==> src/rtl/band_mixer_if.sv <==
// Band mixer bus: band sample lanes, gain programming port and mixed output.
interface band_mixer_if #(
    parameter int NUM_BANDS  = 16,
    parameter int GAIN_WIDTH = 8,
    parameter int IDX_WIDTH  = $clog2(NUM_BANDS)
);
    logic [NUM_BANDS-1:0][15:0] band_data;
    logic                       band_valid;
    logic                       gain_we;
    logic [IDX_WIDTH-1:0]       gain_addr;
    logic [GAIN_WIDTH-1:0]      gain_wdata;
    logic                       overrun_clr;
    logic signed [15:0]         data_out;
    logic                       valid_out;
    logic                       busy;
    logic                       overrun;

    modport master (
        output band_data, band_valid, gain_we, gain_addr, gain_wdata, overrun_clr,
        input  data_out, valid_out, busy, overrun
    );

    modport slave (
        input  band_data, band_valid, gain_we, gain_addr, gain_wdata, overrun_clr,
        output data_out, valid_out, busy, overrun
    );
endinterface

==> src/rtl/band_mixer.sv <==
// Serial gain-weighted mixer: one MAC per band per cycle, then scale by unity
// gain with floor rounding and saturate to 16 bits.
module band_mixer #(
    parameter int NUM_BANDS  = 16,
    parameter int GAIN_WIDTH = 8,
    parameter int IDX_WIDTH  = $clog2(NUM_BANDS)
) (
    input  logic          clk,
    input  logic          rst,
    band_mixer_if.slave   bus
);
    localparam int ACC_W  = 16 + GAIN_WIDTH + 1 + IDX_WIDTH;
    localparam int PROD_W = 16 + GAIN_WIDTH + 1;
    localparam int SH     = GAIN_WIDTH - 1;
    localparam logic [GAIN_WIDTH-1:0]   UNITY   = GAIN_WIDTH'(1 << (GAIN_WIDTH - 1));
    localparam logic [IDX_WIDTH-1:0]    LAST    = IDX_WIDTH'(NUM_BANDS - 1);
    localparam logic signed [ACC_W-1:0] SAT_MAX = ACC_W'(32767);
    localparam logic signed [ACC_W-1:0] SAT_MIN = -(ACC_W'(32768));

    typedef enum logic [1:0] {IDLE, ACCUM, OUTPUT} state_e;

    state_e                          state_q, state_d;
    logic signed [ACC_W-1:0]         acc_q, acc_d;
    logic [IDX_WIDTH-1:0]            idx_q, idx_d;
    logic [NUM_BANDS-1:0][15:0]      samp_q, samp_d;
    logic [NUM_BANDS-1:0][GAIN_WIDTH-1:0] gain_q, gain_d;
    logic signed [15:0]              dout_q, dout_d;
    logic                            vout_q, vout_d;
    logic                            ovr_q, ovr_d;

    logic signed [15:0]              s_cur;
    logic signed [GAIN_WIDTH:0]      g_cur;
    logic signed [PROD_W-1:0]        prod;
    logic signed [ACC_W-1:0]         shifted;

    // Gain is zero-extended so 255 stays positive in the signed multiply.
    assign s_cur   = $signed(samp_q[idx_q]);
    assign g_cur   = $signed({1'b0, gain_q[idx_q]});
    assign prod    = PROD_W'(s_cur) * PROD_W'(g_cur);
    assign shifted = acc_q >>> SH;

    always_comb begin
        state_d = state_q;
        acc_d   = acc_q;
        idx_d   = idx_q;
        samp_d  = samp_q;
        gain_d  = gain_q;
        dout_d  = dout_q;
        vout_d  = 1'b0;
        ovr_d   = ovr_q;
        case (state_q)
            IDLE: if (bus.band_valid) begin
                samp_d  = bus.band_data;
                acc_d   = '0;
                idx_d   = '0;
                state_d = ACCUM;
            end
            ACCUM: begin
                acc_d = acc_q + ACC_W'(prod);
                idx_d = idx_q + 1'b1;
                if (idx_q == LAST) state_d = OUTPUT;
            end
            OUTPUT: begin
                if (shifted > SAT_MAX)      dout_d = 16'sh7fff;
                else if (shifted < SAT_MIN) dout_d = -16'sh8000;
                else                        dout_d = shifted[15:0];
                vout_d  = 1'b1;
                state_d = IDLE;
            end
            default: state_d = IDLE;
        endcase
        // A new overrun event wins over a simultaneous clear.
        if (bus.overrun_clr) ovr_d = 1'b0;
        if (bus.band_valid && state_q != IDLE) ovr_d = 1'b1;
        if (bus.gain_we && ({1'b0, bus.gain_addr} < (IDX_WIDTH+1)'(NUM_BANDS)))
            gain_d[bus.gain_addr] = bus.gain_wdata;
    end

    always_ff @(posedge clk or posedge rst) begin
        if (rst) begin
            state_q <= IDLE;
            acc_q   <= '0;
            idx_q   <= '0;
            samp_q  <= '0;
            gain_q  <= {NUM_BANDS{UNITY}};
            dout_q  <= '0;
            vout_q  <= 1'b0;
            ovr_q   <= 1'b0;
        end else begin
            state_q <= state_d;
            acc_q   <= acc_d;
            idx_q   <= idx_d;
            samp_q  <= samp_d;
            gain_q  <= gain_d;
            dout_q  <= dout_d;
            vout_q  <= vout_d;
            ovr_q   <= ovr_d;
        end
    end

    assign bus.data_out  = dout_q;
    assign bus.valid_out = vout_q;
    assign bus.busy      = (state_q != IDLE);
    assign bus.overrun   = ovr_q;
endmodule

==> src/flat_wrapper.sv <==
// flat-port wrapper written by rule: the top's interface ports become plain ports
module band_mixer_flat 
#(
    parameter int NUM_BANDS  = 16,
    parameter int GAIN_WIDTH = 8,
    parameter int IDX_WIDTH  = $clog2(NUM_BANDS)
)
  (clk, rst, bus_band_data, bus_band_valid, bus_gain_we, bus_gain_addr, bus_gain_wdata, bus_overrun_clr, bus_data_out, bus_valid_out, bus_busy, bus_overrun);
  band_mixer_if #(.NUM_BANDS(NUM_BANDS), .GAIN_WIDTH(GAIN_WIDTH), .IDX_WIDTH(IDX_WIDTH)) bus_i ();
  input  logic clk;
  input  logic rst;
  input wire logic [$bits(bus_i.band_data)-1:0] bus_band_data;
  input wire logic [$bits(bus_i.band_valid)-1:0] bus_band_valid;
  input wire logic [$bits(bus_i.gain_we)-1:0] bus_gain_we;
  input wire logic [$bits(bus_i.gain_addr)-1:0] bus_gain_addr;
  input wire logic [$bits(bus_i.gain_wdata)-1:0] bus_gain_wdata;
  input wire logic [$bits(bus_i.overrun_clr)-1:0] bus_overrun_clr;
  output wire logic [$bits(bus_i.data_out)-1:0] bus_data_out;
  output wire logic [$bits(bus_i.valid_out)-1:0] bus_valid_out;
  output wire logic [$bits(bus_i.busy)-1:0] bus_busy;
  output wire logic [$bits(bus_i.overrun)-1:0] bus_overrun;
  assign bus_i.band_data = bus_band_data;
  assign bus_i.band_valid = bus_band_valid;
  assign bus_i.gain_we = bus_gain_we;
  assign bus_i.gain_addr = bus_gain_addr;
  assign bus_i.gain_wdata = bus_gain_wdata;
  assign bus_i.overrun_clr = bus_overrun_clr;
  assign bus_data_out = bus_i.data_out;
  assign bus_valid_out = bus_i.valid_out;
  assign bus_busy = bus_i.busy;
  assign bus_overrun = bus_i.overrun;
  band_mixer #(.NUM_BANDS(NUM_BANDS), .GAIN_WIDTH(GAIN_WIDTH), .IDX_WIDTH(IDX_WIDTH)) u_core (.clk(clk), .rst(rst), .bus(bus_i));
endmodule
==> config.mk <==
export PLATFORM = sky130hd
export DESIGN_NAME = band_mixer_flat
export DESIGN_NICKNAME = d
export VERILOG_FILES = /design/src/rtl/band_mixer_if.sv /design/src/rtl/band_mixer.sv /design/src/flat_wrapper.sv
export SDC_FILE = /design/constraint.sdc
export NUM_CORES = 2
export LEC_CHECK = 0
export CAP_MARGIN = 10
export CORE_UTILIZATION = 45
export CTS_BUF_LIST = sky130_fd_sc_hd__clkbuf_4
export CTS_CLUSTER_SIZE = 24
export DETAILED_ROUTE_END_ITERATION = 8
export GPL_TIMING_DRIVEN = 0
export PLACE_DENSITY_LB_ADDON = 0.12
export SYNTH_ARGS = -nofsm -noshare
export SYNTH_HDL_FRONTEND = slang
export SYNTH_SLANG_ARGS = --single-unit
==> constraint.sdc <==
create_clock -name clk -period 12.44 [get_ports clk]
set_input_delay 1.244 -clock clk [delete_from_list [all_inputs] [get_ports clk]]
set_output_delay 1.244 -clock clk [all_outputs]
set_load 0.005 [all_outputs]
# Word-level counts from Yosys, hierarchy flattened
# Index checks and enable logic that the tools add are counted.
word_totals:
  ff_bits: 437
classes:
  eq_ne: 5
  magnitude_cmp: 5
  n_mul: 1
  reduce_logical: 9
  mux: 19
  add_sub_neg: 2
op_table:
  columns: ["cell", "count"]
  rows:
  - ["bitwise mux 128 bit", 1]
  - ["binary-select mux 16 bit (select 4 bit)", 1]
  - ["case mux 29 bit (2 select lines)", 1]
  - ["two-way mux 16 bit", 3]
  - ["binary-select mux 8 bit (select 4 bit)", 1]
  - ["demux 8 bit (select 4 bit)", 1]
  - ["adder 29 x 25 -> 29 bit", 1]
  - ["two-way mux 29 bit", 1]
  - ["multiplier 16 x 9 -> 25 bit", 1]
  - ["greater-than comparator 22 x 16 -> 1 bit, second input constant", 1]
  - ["less-than comparator 22 x 16 -> 1 bit, second input constant", 1]
  - ["two-way mux 8 bit", 2]
  - ["less-than comparator 4 x 5 -> 1 bit, second input constant", 2]
  - ["case mux 4 bit (2 select lines)", 1]
  - ["AND reduction 2 bit", 3]
  - ["nonzero test 2 bit", 3]
  - ["adder 4 x 1 -> 4 bit, second input constant", 1]
  - ["equality test 4 bit, second input constant", 1]
  - [">= comparator 4 x 1 -> 1 bit, second input constant", 1]
  - ["two-way mux 2 bit", 2]
  - ["two-way mux 4 bit", 1]
  - ["case mux 2 bit (2 select lines)", 1]
  - ["two-way mux 1 bit", 3]
  - ["equality test 2 x 1 -> 1 bit, second input constant", 1]
  - ["other kinds (5)", 6]

# Longest topological paths before layout
logic_depth:
  word_depth: 5
  depth_mapped: 26
  ltp_nobuf: 22

# Least setup slack after synthesis
# OpenSTA, ideal clock, no wires.
synth_path:
  kind: "reg-to-reg"
  from: "register u_core.idx_q[1]"
  to: "register u_core.acc_q[25]"
  setup_ns: 0.136
  stages_incl_launch_ff: 25
  t_arrival_ns: 6.487
  path_slack_ns: 5.817
  path_cell_list: "dfrtp_1 buf_2 buf_2 clkbuf_1 mux4_2 mux4_2 and2_1 fa_1 inv_1 fa_1 inv_1 fa_1 fa_1 inv_1 fa_1 inv_1 ha_1 a21oi_1 o211ai_1 a21boi_0 a21bo_2 o311a_1 a31oi_1 xor2_1 o21ai_0"
synth_via:
  elab_chain_len: 5
  elab_cells_between_ends: 7
  cone_classes: "add/sub: 1; mul: 1; mux: 5"
synth_rtl:
  columns: ["item", "line", "rtl"]
  rows:
  - ["start, declared", "band_mixer.sv:24", "logic [IDX_WIDTH-1:0] idx_q, idx_d;"]
  - ["start signal, assigned", "band_mixer.sv:92", "idx_q <= idx_d;"]
  - ["binary-select mux 16 bit (select 4 bit) or binary-select mux 8 bit (select 4 bit) (tied branches)", "band_mixer.sv:37, band_mixer.sv:38", null]
  - ["two-way mux 16 bit (not written as such) or two-way mux 8 bit (tied branches)", "band_mixer.sv:37, band_mixer.sv:38", null]
  - ["multiplier 16 x 9 -> 25 bit *", "band_mixer.sv:39", "assign prod = PROD_W'(s_cur) * PROD_W'(g_cur);"]
  - ["adder 29 x 25 -> 29 bit *", "band_mixer.sv:59", "acc_d = acc_q + ACC_W'(prod);"]
  - ["case mux 29 bit (2 select lines) *", "band_mixer.sv:51", "case (state_q)"]
  - ["end signal, assigned", "band_mixer.sv:82", "acc_q <= '0;"]
  - ["end signal, assigned", "band_mixer.sv:91", "acc_q <= acc_d;"]
  - ["end, declared", "band_mixer.sv:23", "logic signed [ACC_W-1:0] acc_q, acc_d;"]
# Mark *: on every way between the ends. The rest lies on a longest branch, timed or not. The select of a mux whose other input is x is not followed.
# A chain may end at the register's enable or synchronous reset.

# Worst setup path after layout
layout_path:
  from: "register u_core.idx_q[1]"
  to: "register u_core.acc_q[28]"
# The elaborated chain is that of the path after synthesis.

==> run_results.csv <==
group,metric,value,unit
run_status,status,"finished, final reports clean",
worst_setup_path,crit_end,"u_core.acc_q[28]$_DFFE_PP0P_",
sta,setup_viol,0,
synthesis,synth-xor-area-share,0.904,%
sta,skew,0.0666,ns
worst_setup_path,crit_family,"adder cells",
die,fp.dieW,239,microns
sta,fin_crit_sh,64.9,%
synthesis,synthesis.nets,2882,
cts,cts.repair.resized,0,
global_route,antenna_found_initial,5,
cts,clock_sinks,437,
worst_setup_path,worst-path-stages,24,
cts,cts_buffers,117,
worst_setup_path,end_kind,"flip-flop",
global_route,grt_use_total,27.7,%
route,ant_nets,0,
worst_setup_path,cp.arrival,8.83,ns
synthesis,yosysSeqAreaShare,43.5,%
global_route,grt_max_degree,43,
sta,fmax,124,MHz
route,drt_iter0_markers,1398,
worst_setup_path,setup.worst_path.start_class,"flip-flop",
synthesis,syn_inst,2417,
worst_setup_path,crit_start,"u_core.idx_q[1]$_DFFE_PP0P_",
synthesis,synth_compound_gate_area_share,3.00,%
cts,postCtsHoldBufs,0,
route,vias,19300,
cts,cts_root_buf,"clkbuf_4",
synthesis,ys_types,54,
sta,rsz0062_at_grt,"no",
sta,relSlewSlack,27.6,%
die,num_rows,86,
synthesis,syn_area,0.0252,sq mm
route,drt-total-wl,75700,microns
die,start_util,45.6,%
final_layout,drive_gt1_share,16.6,%
route,viasPerCell,5.24,
sta,min_period,8.07,ns
sta,worstMarginPinSlew,1.08,ns
job,max-cap-violations,0,
global_route,grt_pass1_vias,20100,
worst_setup_path,path_max_fanout,10,
sta,tns,0,ns
synthesis,yosysWarnings,0,
die,dieArea,0.0569,sq mm
worst_setup_path,critical_path_class,"flip-flop to flip-flop",
worst_setup_path,r2r_end,"u_core.acc_q[28]$_DFFE_PP0P_",
synthesis,async_reset_ff_share,100,%
place,dpl.hpwl,58300,microns
cts,insertion_delay,0.92,ns
worst_setup_path,max_stage_delay,0.79,ns
final_layout,nFillCells,4871,
cts,cts.clk_slew.worst_paths,0.08,ns
place,place_congestion,0.922,
worst_setup_path,worstPathRequired,13.20,ns
synthesis,synthAdderAreaFrac,13.4,%
cts,clockBufferDepth,3,
global_route,grt_pass1_wl,118000,microns
synthesis,synth.avg_cell_area,10.4,sq um
final_layout,final_common_cell,"nand2_1",
sta,final_max_slew_viol_count,0,
worst_setup_path,crit_chain,"buf_2 > buf_2 > clkbuf_1 > mux4_2 > mux4_2 > and2_1 > fa_1 > fa_1 > inv_1 > fa_1 > inv_1 > fa_1 > inv_1 > fa_1 > inv_1 > ha_1 > a21oi_1 > a2bb2oi_1 > a21oi_1 > a311oi_2 > o21a_1 > o21ai_1 > nor3b_1 > o221ai_1",
synthesis,synth_edf_count,0,
route,wire_per_inst,20.6,microns
global_route,globalRouteOverflowTotal,0,
sta,setup_ws,4.37,ns
synthesis,synthFlopType,"dfrtp_1",
cts,post-cts-setup-buffers,0,
worst_setup_path,ff2ff_setup_slack,4.37,ns
synthesis,ys_seq_elements,437,
sta,fin_hold_ws,0.473,ns
worst_hold_path,hold_path.class,"flip-flop to flip-flop",
synthesis,synthMuxAreaShare,16.6,%
die,ioPinCount,292,
die,die_height,239,microns
worst_setup_path,path_buf_inv,7,
route,drc,0,
final_layout,final_nets,3302,
place,dp_slack,4.49,ns
worst_setup_path,cpMaxStageDelayCell,"clkbuf_1",
route,dr.pass1.iters,5,
synthesis,synth_top_family_by_area,"simple AND/OR/NAND/NOR gates",
final_layout,mostFrequentLayoutCells,"nand2_1, dfrtp_1, clkdlybuf4s50_1",
place,io_buffers,289,
final_layout,synthToLayoutAreaGrowth,22.1,%
cts,cts_tree,"built",
worst_setup_path,r2r-start,"u_core.idx_q[1]$_DFFE_PP0P_",
worst_setup_path,crit_top_cell,"fa_1",
worst_hold_path,hold_start,"u_core.samp_q[120]$_DFFE_PP0P_",
final_layout,design_area,0.0308,sq mm
synthesis,yosys.area_share.simple,17.3,%
cts,h-tree-depth,3,
place,placed_cell_area,0.0293,sq mm
die,coreArea,0.0552,sq mm
worst_setup_path,rr_worst_depth,24,
sta,finalHoldViolCount,0,
## metal layers
metal,share of wire (%),global-route usage [%],vias up
li1,-,-,8744
met1,44,37.9,9787
met2,47,44.1,584
met3,5.9,5.37,133
met4,3.1,9.40,6
met5,0.049,0,-
## synth_stat cells, drive strengths merged, types with 16 or more instances
library cell | instances | area, sq um
nor2 | 38 | 143
a21oi | 26 | 130
and2 | 75 | 469
fa | 129 | 2580
nand3 | 27 | 135
inv | 199 | 747
clkbuf | 97 | 364
ha | 63 | 788
mux2 | 128 | 1440
buf | 25 | 218
dfstp | 16 | 420
nand2 | 882 | 3340
o21ai | 58 | 290
dfrtp | 421 | 10500
mux4 | 120 | 2730
## final cells by class
type / count / area, sq um / area share (%)
Multi-Input combinational cell: 1659 / 12900 / 42.0
Sequential cell: 437 / 11000 / 35.6
Timing Repair Buffer: 301 / 3130 / 10.2
Clock buffer: 170 / 1280 / 4.15
Tap cell: 748 / 936 / 3.04
Inverter: 199 / 751 / 2.44
Buffer: 122 / 582 / 1.89
Clock inverter: 34 / 205 / 0.667
Antenna cell: 3 / 7.51 / 0.0244
## kinds of logic (layout without fill, tap and decap cells)
group / after synthesis / in the layout
fa+ha+maj: 192 / 192
flops: 437 / 437
buf+inv: 321 / 826
mux: 250 / 250
compound gates: 127 / 127
simple gates: 1064 / 1064
xor+xnor: 26 / 26
other cells: 0 / 3
## worst min path at each step
stage	cells past startpoint	to
after global placement	2	u_core.samp_q[115]$_DFFE_PP0P_
after CTS	2	u_core.samp_q[178]$_DFFE_PP0P_
final	2	u_core.samp_q[120]$_DFFE_PP0P_
after floorplan	2	u_core.samp_q[21]$_DFFE_PP0P_
after global routing	2	u_core.samp_q[178]$_DFFE_PP0P_
after detailed placement	2	u_core.samp_q[178]$_DFFE_PP0P_
## flip-flops by register name, summed over array words and instances (netlist names)
register	flops
u_core.samp_q	256
u_core.gain_q	128
u_core.acc_q	29
u_core.bus.data_out	16
u_core.idx_q	4
u_core.state_q	2
u_core.bus.overrun	1
u_core.bus.valid_out	1
## stage by stage
stage,util [%],cells
final,55.7,3673
after global routing,55.7,3673
after CTS,55.7,3670
after detailed placement,53.0,3466
after global placement,52.6,3454
after floorplan,-,2417
## worst reg2reg max path: stages, from the launching register on
cell	delay (ns)
dfrtp_1	0.37
buf_2	0.24
buf_2	0.38
clkbuf_1	0.79
mux4_2	0.53
mux4_2	0.65
and2_1	0.24
fa_1	0.42
fa_1	0.55
inv_1	0.05
fa_1	0.47
inv_1	0.05
fa_1	0.52
inv_1	0.05
fa_1	0.50
inv_1	0.04
ha_1	0.34
a21oi_1	0.15
a2bb2oi_1	0.18
a21oi_1	0.10
a311oi_2	0.44
o21a_1	0.25
o21ai_1	0.14
nor3b_1	0.28
o221ai_1	0.15
Power is left out: the tool's default activity adds up to more than one toggle a clock period on the data nets, which glitch-free logic cannot reach.
